[src/rtl/fe_tx_burst_sched.sv]
// Burst descriptor scheduler: queues host descriptors, presents the head to the
// TX burst chain, retires on launch/completion strobes and returns sample credits.
module fe_tx_burst_sched #(
    parameter int LOW_ADDDR_BITS = 13,
    parameter int TS_BITS        = 30,
    parameter int DESC_LOG2      = 4,
    parameter int CNT_BITS       = 16
) (
    input  logic                      mclk,
    input  logic                      arst,
    input  logic                      desc_valid,
    output logic                      desc_ready,
    input  logic [TS_BITS-1:0]        desc_start,
    input  logic [LOW_ADDDR_BITS-1:0] desc_samples,
    input  logic                      flush,
    output logic                      ts_rd_valid,
    output logic [TS_BITS-1:0]        ts_rd_start,
    output logic [LOW_ADDDR_BITS-1:0] ts_rd_samples,
    input  logic                      ts_rd_addr_inc,
    input  logic                      ts_rd_addr_processed_inc,
    input  logic [TS_BITS-1:0]        ts_rd_addr_late_samples,
    input  logic [TS_BITS-1:0]        late_tol,
    output logic                      rel_valid,
    output logic [LOW_ADDDR_BITS-1:0] rel_samples,
    output logic [DESC_LOG2:0]        q_used,
    output logic [DESC_LOG2:0]        q_inflight,
    input  logic                      stat_clr,
    output logic [CNT_BITS-1:0]       stat_late_cnt,
    output logic [TS_BITS-1:0]        stat_late_max,
    output logic                      proto_err
);

    localparam int DEPTH = 1 << DESC_LOG2;
    localparam int PW    = DESC_LOG2 + 1;
    localparam int DW    = TS_BITS + LOW_ADDDR_BITS;

    logic [DW-1:0]             r_mem [DEPTH];
    logic [PW-1:0]             r_wp;
    logic [PW-1:0]             r_lp;
    logic [PW-1:0]             r_dp;
    logic                      r_desc_ready;
    logic                      r_rel_valid;
    logic [LOW_ADDDR_BITS-1:0] r_rel_samples;
    logic [PW-1:0]             r_q_used;
    logic [PW-1:0]             r_q_inflight;
    logic [CNT_BITS-1:0]       r_late_cnt;
    logic [TS_BITS-1:0]        r_late_max;
    logic                      r_proto_err;

    logic          w_head_valid;
    logic          w_any_inflight;
    logic          w_launch;
    logic          w_done;
    logic          w_write;
    logic          w_late_pos;
    logic          w_late_over;
    logic          w_late_newmax;
    logic [PW-1:0] w_lp_nxt;
    logic [PW-1:0] w_wp_nxt;
    logic [PW-1:0] w_dp_nxt;
    logic [PW-1:0] w_used_nxt;
    logic [PW-1:0] w_infl_nxt;
    logic [DW-1:0] w_head;
    logic [DW-1:0] w_tail;

    assign w_head_valid   = (r_wp != r_lp);
    assign w_any_inflight = (r_dp != r_lp);
    assign w_launch       = ts_rd_addr_inc && w_head_valid;
    assign w_done         = ts_rd_addr_processed_inc && w_any_inflight;
    assign w_write        = desc_valid && r_desc_ready && !flush;

    // Flush collapses the unlaunched region onto the post-launch pointer.
    assign w_lp_nxt   = w_launch ? r_lp + PW'(1) : r_lp;
    assign w_wp_nxt   = flush ? w_lp_nxt : (w_write ? r_wp + PW'(1) : r_wp);
    assign w_dp_nxt   = w_done ? r_dp + PW'(1) : r_dp;
    assign w_used_nxt = w_wp_nxt - w_dp_nxt;
    assign w_infl_nxt = w_lp_nxt - w_dp_nxt;

    // Negative lateness (early launch) never contributes to statistics.
    assign w_late_pos    = !ts_rd_addr_late_samples[TS_BITS-1];
    assign w_late_over   = w_launch && w_late_pos && (ts_rd_addr_late_samples > late_tol);
    assign w_late_newmax = w_launch && w_late_pos && (ts_rd_addr_late_samples > r_late_max);

    assign w_head = r_mem[r_lp[DESC_LOG2-1:0]];
    assign w_tail = r_mem[r_dp[DESC_LOG2-1:0]];

    always_ff @(posedge mclk) begin
        if (w_write) begin
            r_mem[r_wp[DESC_LOG2-1:0]] <= {desc_start, desc_samples};
        end
    end

    always_ff @(posedge mclk) begin
        if (arst) begin
            r_wp          <= '0;
            r_lp          <= '0;
            r_dp          <= '0;
            r_desc_ready  <= 1'b1;
            r_rel_valid   <= 1'b0;
            r_rel_samples <= '0;
            r_q_used      <= '0;
            r_q_inflight  <= '0;
            r_late_cnt    <= '0;
            r_late_max    <= '0;
            r_proto_err   <= 1'b0;
        end else begin
            r_wp         <= w_wp_nxt;
            r_lp         <= w_lp_nxt;
            r_dp         <= w_dp_nxt;
            r_desc_ready <= (w_used_nxt != PW'(DEPTH));
            r_q_used     <= w_used_nxt;
            r_q_inflight <= w_infl_nxt;
            r_rel_valid  <= w_done;
            if (w_done) begin
                r_rel_samples <= w_tail[LOW_ADDDR_BITS-1:0];
            end
            if ((ts_rd_addr_inc && !w_head_valid) ||
                (ts_rd_addr_processed_inc && !w_any_inflight)) begin
                r_proto_err <= 1'b1;
            end
            if (stat_clr) begin
                r_late_cnt <= '0;
                r_late_max <= '0;
            end else begin
                if (w_late_over && (r_late_cnt != {CNT_BITS{1'b1}})) begin
                    r_late_cnt <= r_late_cnt + CNT_BITS'(1);
                end
                if (w_late_newmax) begin
                    r_late_max <= ts_rd_addr_late_samples;
                end
            end
        end
    end

    assign desc_ready    = r_desc_ready;
    assign ts_rd_valid   = w_head_valid;
    assign ts_rd_start   = w_head[DW-1:LOW_ADDDR_BITS];
    assign ts_rd_samples = w_head[LOW_ADDDR_BITS-1:0];
    assign rel_valid     = r_rel_valid;
    assign rel_samples   = r_rel_samples;
    assign q_used        = r_q_used;
    assign q_inflight    = r_q_inflight;
    assign stat_late_cnt = r_late_cnt;
    assign stat_late_max = r_late_max;
    assign proto_err     = r_proto_err;

endmodule

[config.mk]
export PLATFORM = sky130hd
export DESIGN_NAME = fe_tx_burst_sched
export DESIGN_NICKNAME = d
export VERILOG_FILES = /design/src/rtl/fe_tx_burst_sched.sv
export SDC_FILE = /design/constraint.sdc
export NUM_CORES = 1
export LEC_CHECK = 0
export CORE_MARGIN = 4
export CORE_UTILIZATION = 45
export DETAILED_ROUTE_END_ITERATION = 8
export GPL_TIMING_DRIVEN = 1
export PLACE_DENSITY = 0.64
export SLEW_MARGIN = 20
export SYNTH_ARGS = -nofsm -noshare
export SYNTH_HDL_FRONTEND = slang
export SYNTH_SLANG_ARGS = --single-unit
[constraint.sdc]
create_clock -name mclk -period 5.8 [get_ports mclk]
set_input_delay 0.87 -clock mclk [delete_from_list [all_inputs] [get_ports mclk]]
set_output_delay 0.87 -clock mclk [all_outputs]
set_load 0.03 [all_outputs]
==> impl_metrics.ini, run 1 <==
[critical_path]
worst_ep_required_time_ns = 4.93
max_stage_delay_ns = 0.79
slowest_stage = dfxtp_4
cp_num_buf_inv = 2
critPathTopFamily = buffers and inverters
rrSetupSlack_ns = 1.92
reg2reg_depth = 10
path_class = reg -> out
crit_path_start_kind = register
worstPathMaxFanout = 41
end_kind = primary output
cp_common_cell = mux4_2
reg2reg_from = r_lp[0]
crit_arrival_ns = 3.64
worstReg2RegEnd = q_used[4]
path_cells = buf_12, mux4_2, mux4_2, clkdlybuf4s50_1

[floorplanning]
die_h_um = 278
core_area_um2 = 71900
start_util_pct = 45.6
die_area_um2 = 77100
pin_count = 226
rows = 98
fp.dieW_um = 278

[placed_design]
hpwl_mm = 44.7
portBuffers = 225
gp_congestion = 0.782
preCtsSetupSlack_ns = 1.73

[route]
num_vias = 17150
first_iter_violations = 1337
drc = 0
firstDrtPassIters = 5
drt.antenna.violating_nets = 0
wl_per_cell_um = 26.6
wl_mm = 78.4
via_per_inst = 5.83

[sta]
rsz0062_at_grt = no
max-slew-margin-rel_pct = 26.8
fin_setup_tns_ns = 0
max_freq_ghz = 0.222
fin_worst_skew_ns = 0.0388
setup_slack_ns = 1.29
setup_viol = 0
maxSlewViolCount = 0
min_period_ns = 4.51
fin_crit_sh_pct = 77.7
worst_slew_pin_slew_ns = 1.09
hold_viol_final = 0

[job]
maxCapViolCount = 0

[grt]
grt_usage_pct = 20.3
grt_max_degree = 72
grt_use_met3_pct = 4.05
gr-usage-met1_pct = 27.6
grt_pass1_vias = 17990
grt_busiest_layer = met2
antenna_found_initial = 6
grt-ovfl-total = 0
grt_pass1_wl_mm = 117
grtUsageMet2_pct = 33.3

[yosys]
synth_ff_type = edfxtp_1
yosysWarningCount = 0
synthesis.area_um2 = 32700
ys_ff_latch = 775
syn_inst = 1679
synth_fp_nets = 1864
async_reset_ff_share_pct = 0
synth.distinct_cells = 61
ys_seq_area_share_pct = 68.4
synth-edff-count = 688
syn_avg_cell_area_um2 = 19.5

[power_and_ir_drop]
p_sw_mw = 4.33
power.density_nw_per_um2 = 398
leakagePower_nw = 12.4
p_int_mw = 11.1
clkPwrFrac_pct = 32.6
ir_worst_vdd_mv = 0.327
pwr-share-comb_pct = 25.7
pwr-share-seq_pct = 41.7
swShare_pct = 28.0

[clock_network]
clock_latency_ns = 0.65
clk_root_buffer_cell = clkbuf_16
tritoncts = built
cts_setup_buffers = 0
clk_pin_slew_ns = 0.06
cts_sinks = 775
cts_resized = 0
htree_levels = 3
clk_path_buf_depth = 3
cts_hold_buf = 0
cts_buffers = 82

[finish]
nets = 2118
area_delta_synth_final_pct = 18.9
drive_above_1_share_pct = 23.5

[worst_hold_path]
hold_class = reg -> reg
min-delay-start = stat_late_max[29]
hold_path_end = stat_late_max[29]
hold_depth = 2

[run_status]
status = finished, final reports clean
[layout by cell type, fill, tap and decap left out, types with 12 or more instances in the layout]
master           instances
clkbuf_16               82
nand4_1                 17
buf_4                   27
ha_1                    75
dfxtp_1                 81
clkdlybuf4s50_1        224
a21o_1                  18
nand2_1                 28
inv_1                   74
nor2_1                  68
xnor2_1                 29
edfxtp_1               688
clkbuf_1                20
nand3_1                 40
clkinv_1                13
a21oi_1                 19
nor2_4                  12
nor3_1                  12
mux4_2                 280
o31ai_1                 28
mux2i_1                 17
[through the flow]
step | hold WS [ns] | power, mW | util [%] | area (um^2) | instances
after floorplan | 0.583 | 9.35 | - | 32700 | 1679
after global placement | 0.467 | 10.6 | 50.5 | 36300 | 2799
after detailed placement | 0.477 | 10.6 | 50.5 | 36300 | 2799
after CTS | 0.486 | 15.7 | 54.1 | 38900 | 2941
after global routing | 0.497 | 16.2 | 54.1 | 38900 | 2943
final | 0.478 | 15.5 | 54.1 | 38900 | 2944
[registers in the layout, indices dropped and copies added, names as in the netlist]
signal and flops:
desc_ready 1, q_used 5, rel_valid 1, stat_late_max 30, r_wp 5, r_dp 5
q_inflight 5, r_lp 5, proto_err 1, r_mem 688, rel_samples 13, stat_late_cnt 16
[worst min-delay path: stages (launching register included)]
cell and delay, ns:
dfxtp_1 0.31, inv_1 0.07, nor3_1 0.05
[metal layers]
layer	share of wire, %	wire [um]
met1	41	32300
met2	50	39000
met3	6.1	4750
met4	2.9	2250
met5	0.032	25
[how the worst max path moves through the flow]
stage | from | to | slack, ns | depth (start not counted)
CTS | r_lp[0] | ts_rd_start[10] | 1.22 | 4
floorplan | flush | r_mem[3][0] | 1.10 | 3
global route | r_lp[0] | ts_rd_samples[1] | 1.03 | 4
finish | r_lp[0] | ts_rd_samples[0] | 1.29 | 4
detailed placement | flush | q_used[4] | 1.73 | 9
global placement | flush | q_used[4] | 1.75 | 9
[power by group through the flow]
| stage | Sequential [mW] | Clock (mW) | Combinational, mW |
|---|---|---|---|
| 6_report | 6.45 | 5.04 | 3.98 |
| 5_1_grt | 6.49 | 5.41 | 4.26 |
| 4_1_cts | 6.46 | 5.15 | 4.04 |
| 3_5_place_dp | 6.58 | 0 | 4.03 |
| 3_3_place_gp | 6.58 | 0 | 4.01 |
| 2_1_floorplan | 6.56 | 0 | 2.79 |
[synthesized netlist by cell type, types with 2 or more instances]
library cell / n / area [um^2]
mux2i_1: 17 / 170
or3_1: 3 / 18.8
a21oi_2: 2 / 17.5
nor2b_1: 11 / 68.8
buf_2: 32 / 160
o31ai_1: 28 / 210
nand2b_1: 2 / 12.5
nor3b_1: 2 / 15.0
and2_1: 2 / 12.5
o21ai_0: 9 / 45.0
inv_1: 74 / 278
mux4_2: 280 / 6310
nand4_1: 17 / 106
xnor2_1: 29 / 254
clkbuf_1: 44 / 165
edfxtp_1: 688 / 20700
nand2_1: 28 / 105
nor2_1: 81 / 304
and3_1: 6 / 37.5
a311oi_1: 2 / 17.5
ha_1: 75 / 938
buf_1: 11 / 41.3
o21a_1: 2 / 15.0
a41o_1: 2 / 20.0
buf_6: 2 / 22.5
nor3_1: 16 / 80.1
a21oi_1: 19 / 95.1
nand3_1: 40 / 200
a21o_1: 18 / 135
buf_4: 3 / 22.5
xor2_1: 11 / 96.3
o221ai_1: 4 / 35.0
dfxtp_1: 87 / 1740
a31oi_1: 4 / 25.0
o41ai_2: 2 / 32.5
[layout make-up]
type / count / area (um^2)
multi-input combinational: 738 / 9770
timing repair buffer: 262 / 2670
tap: 950 / 1190
antenna: 3 / 7.51
fill: 5631 / 32900
inverter: 74 / 278
clock inverter: 39 / 443
sequential: 775 / 22400
clock buffer: 103 / 2140
[kinds of logic (layout without fill, tap and decap cells)]
| logic type | after synthesis | count (layout) | share of synthesized area, % |
|---|---|---|---|
| XOR/XNOR | 41 | 41 | 1.14 |
| AO/OA/AOI/OAI | 106 | 106 | 2.42 |
| flip-flops | 775 | 775 | 68.4 |
| other | 0 | 3 | 0 |
| buffers and inverters | 166 | 478 | 2.11 |
| adder cells (fa/ha/maj) | 76 | 76 | 2.90 |
| multiplexers | 299 | 299 | 19.9 |
| AND/OR/NAND/NOR | 216 | 216 | 3.14 |
No activity file was read; power rests on OpenSTA's default activity.
==> run 2: changes to the inputs <==
PLACE_DENSITY = 0.66   (was 0.64)
clock period = 3.8 ns   (was 5.8 ns; I/O delays follow)
==> run 2 against run 1 <==
Against the previous run:
- hold slack gained 0.019 ns
- global-route usage shrank 0.051 points
- via count grew 0.88%
- core utilization grew 0.43 points
- total power grew 53%
- combinational power grew 62%
- largest cell class unchanged
- clock power grew 49%
- sequential share of layout area shrank 0.45 points
==> impl_metrics.ini, run 2 (same netlist as run 1, synthesis figures left out) <==
[sta]
hold_viol_final = 0
max-slew-margin-rel_pct = 31.9
holdWs_ns = 0.497
fin_crit_sh_pct = 97.5
rsz0062_at_grt = no
fin_worst_skew_ns = 0.0210
worst_slew_pin_slew_ns = 1.02
setup_viol = 0
min_period_ns = 3.70
maxSlewViolCount = 0
max_freq_ghz = 0.270
fin_setup_tns_ns = 0

[route]
drt.antenna.violating_nets = 0
wl_mm = 78.4
drc = 0
firstDrtPassIters = 5
first_iter_violations = 1398
num_vias = 17301
via_per_inst = 5.82
wl_per_cell_um = 26.3

[placed_design]
hpwl_mm = 45.3
gp_congestion = 0.796
portBuffers = 225

[worst_hold_path]
hold_class = reg -> reg
hold_path_end = stat_late_max[26]
min-delay-start = stat_late_max[26]
hold_depth = 2

[power_and_ir_drop]
p_sw_mw = 6.61
power.density_nw_per_um2 = 605
leakagePower_nw = 12.5
swShare_pct = 27.9
pwr-share-comb_pct = 27.1
p_int_mw = 17.1
ir_worst_vdd_mv = 0.479
finalPower_mw = 23.7
clkPwrFrac_pct = 31.8
pwr-share-seq_pct = 41.1

[grt]
grt-ovfl-total = 0
grt_pass1_vias = 18266
grt_max_degree = 44
grt_usage_pct = 20.2
grt_pass1_wl_mm = 117
antenna_found_initial = 10

[clock_network]
cts_hold_buf = 0
clk_root_buffer_cell = clkbuf_16
cts_sinks = 775
htree_levels = 3
tritoncts = built
clock_latency_ns = 0.63
cts_buffers = 81
clk_pin_slew_ns = 0.06
clk_path_buf_depth = 3

[critical_path]
reg2reg_depth = 13
crit_arrival_ns = 3.13
path_cells = buf_12, buf_4, mux4_2, mux4_2, clkdlybuf4s50_1
worstPathMaxFanout = 10
max_stage_delay_ns = 0.64
rrSetupSlack_ns = 0.50
slowest_stage = clkdlybuf4s50_1
crit_path_start_kind = register
cp_common_cell = mux4_2
cp_num_buf_inv = 3
path_class = reg -> out
worstReg2RegEnd = q_used[4]
critPathTopFamily = multiplexers
reg2reg_from = r_lp[1]
end_kind = primary output
worst_ep_required_time_ns = 3.23

[floorplanning]
die_area_um2 = 77100
core_area_um2 = 71900
start_util_pct = 45.6
fp.dieW_um = 278
die_h_um = 278
rows = 98
pin_count = 226

[finish]
largest_register_ffs = 688
nets = 2143
layout_commonest_cell = edfxtp_1
area_delta_synth_final_pct = 19.8
most-common-layout-cells = edfxtp_1, mux4_2, clkdlybuf4s50_1, clkbuf_16, dfxtp_1
drive_above_1_share_pct = 24.7

[run_status]
status = finished, final reports clean

[job]
maxCapViolCount = 0
[run 2: changes by cell type in the layout (fill, tap and decap cells not counted), sizes merged]
cell | before | now
buf | 38 | 67
bufinv | 5 | 4
clkbuf | 103 | 101
clkdlybuf4s50 | 224 | 218
clkinv | 27 | 32
clkinvlp | 2 | 3
diode | 3 | 7
dlymetal6s2s | 0 | 3
inv | 79 | 76
[run 2: worst max-delay path by stage]
stage                                           start           endpoint  slack [ns]  cells after the start
after floorplan                                 flush       r_mem[11][0]        0.54                      3
after global placement                   late_tol[15]  stat_late_cnt[13]        0.22                     11
after detailed placement  ts_rd_addr_late_samples[15]  stat_late_cnt[13]        0.14                     10
after CTS                                     r_lp[0]    ts_rd_start[10]        0.01                      5
after global routing                          r_lp[0]    ts_rd_start[21]       0.009                      5
final                                         r_lp[0]    ts_rd_start[27]         0.1                      5
[run 2: worst register-to-register path: stages, from the launching register on]
cell and delay [ns]:
dfxtp_4 0.56, buf_6 0.24, xnor2_1 0.16, and3_4 0.24, a21boi_4 0.07, xnor2_1 0.41, nand2_1 0.09, o21ai_0 0.16
ha_1 0.21, inv_1 0.06, ha_1 0.20, o41ai_2 0.31, xnor3_1 0.30, nor2b_1 0.15
[run 2: routing by layer]
metal / part of all wire [%] / up-vias / track usage, %
li1: - / 7473 / -
met1: 41 / 9136 / 27.5
met2: 49 / 559 / 33.3
met3: 6.7 / 127 / 4.39
met4: 2.5 / 6 / 5.68
met5: 0.043 / - / 0
[run 2: power by group through the flow]
stage / clock, mW / combinational, mW / sequential [mW]
4_1_cts: 7.69 / 6.53 / 9.77
2_1_floorplan: 0 / 4.27 / 10.0
3_5_place_dp: 0 / 6.34 / 10.0
6_report: 7.53 / 6.43 / 9.75
5_1_grt: 8.06 / 6.89 / 9.78
3_3_place_gp: 0 / 6.28 / 10.0
[run 2: what timing repair did]
| action | CTS | global route |
|---|---|---|
| hold endpoints to repair | 0 | 0 |
| buffers inserted | 6 | 1 |
| setup endpoints to repair | 40 | 6 |
| resized for setup | 0 | 3 |
[run 2: stage by stage]
step / cells / setup slack, ns / utilization [%] / cell area, um^2
CTS: 2966 / 0.0120 / 54.5 / 39200
floorplan: 1679 / 0.539 / - / 32800
finish: 2974 / 0.0966 / 54.6 / 39200
global placement: 2818 / 0.215 / 50.9 / 36600
detailed placement: 2818 / 0.141 / 50.9 / 36600
global route: 2972 / 0.00940 / 54.6 / 39200
[run 2: area by class of cell]
| type | count | area [um^2] |
|---|---|---|
| repair buffers | 288 | 3020 |
| diodes | 7 | 17.5 |
| multi-input cells | 738 | 9780 |
| inverters | 74 | 278 |
| fillers | 5568 | 32600 |
| flip-flops and latches | 775 | 22400 |
| well taps | 950 | 1190 |
| clock inverters | 41 | 362 |
| clock buffers | 101 | 2140 |
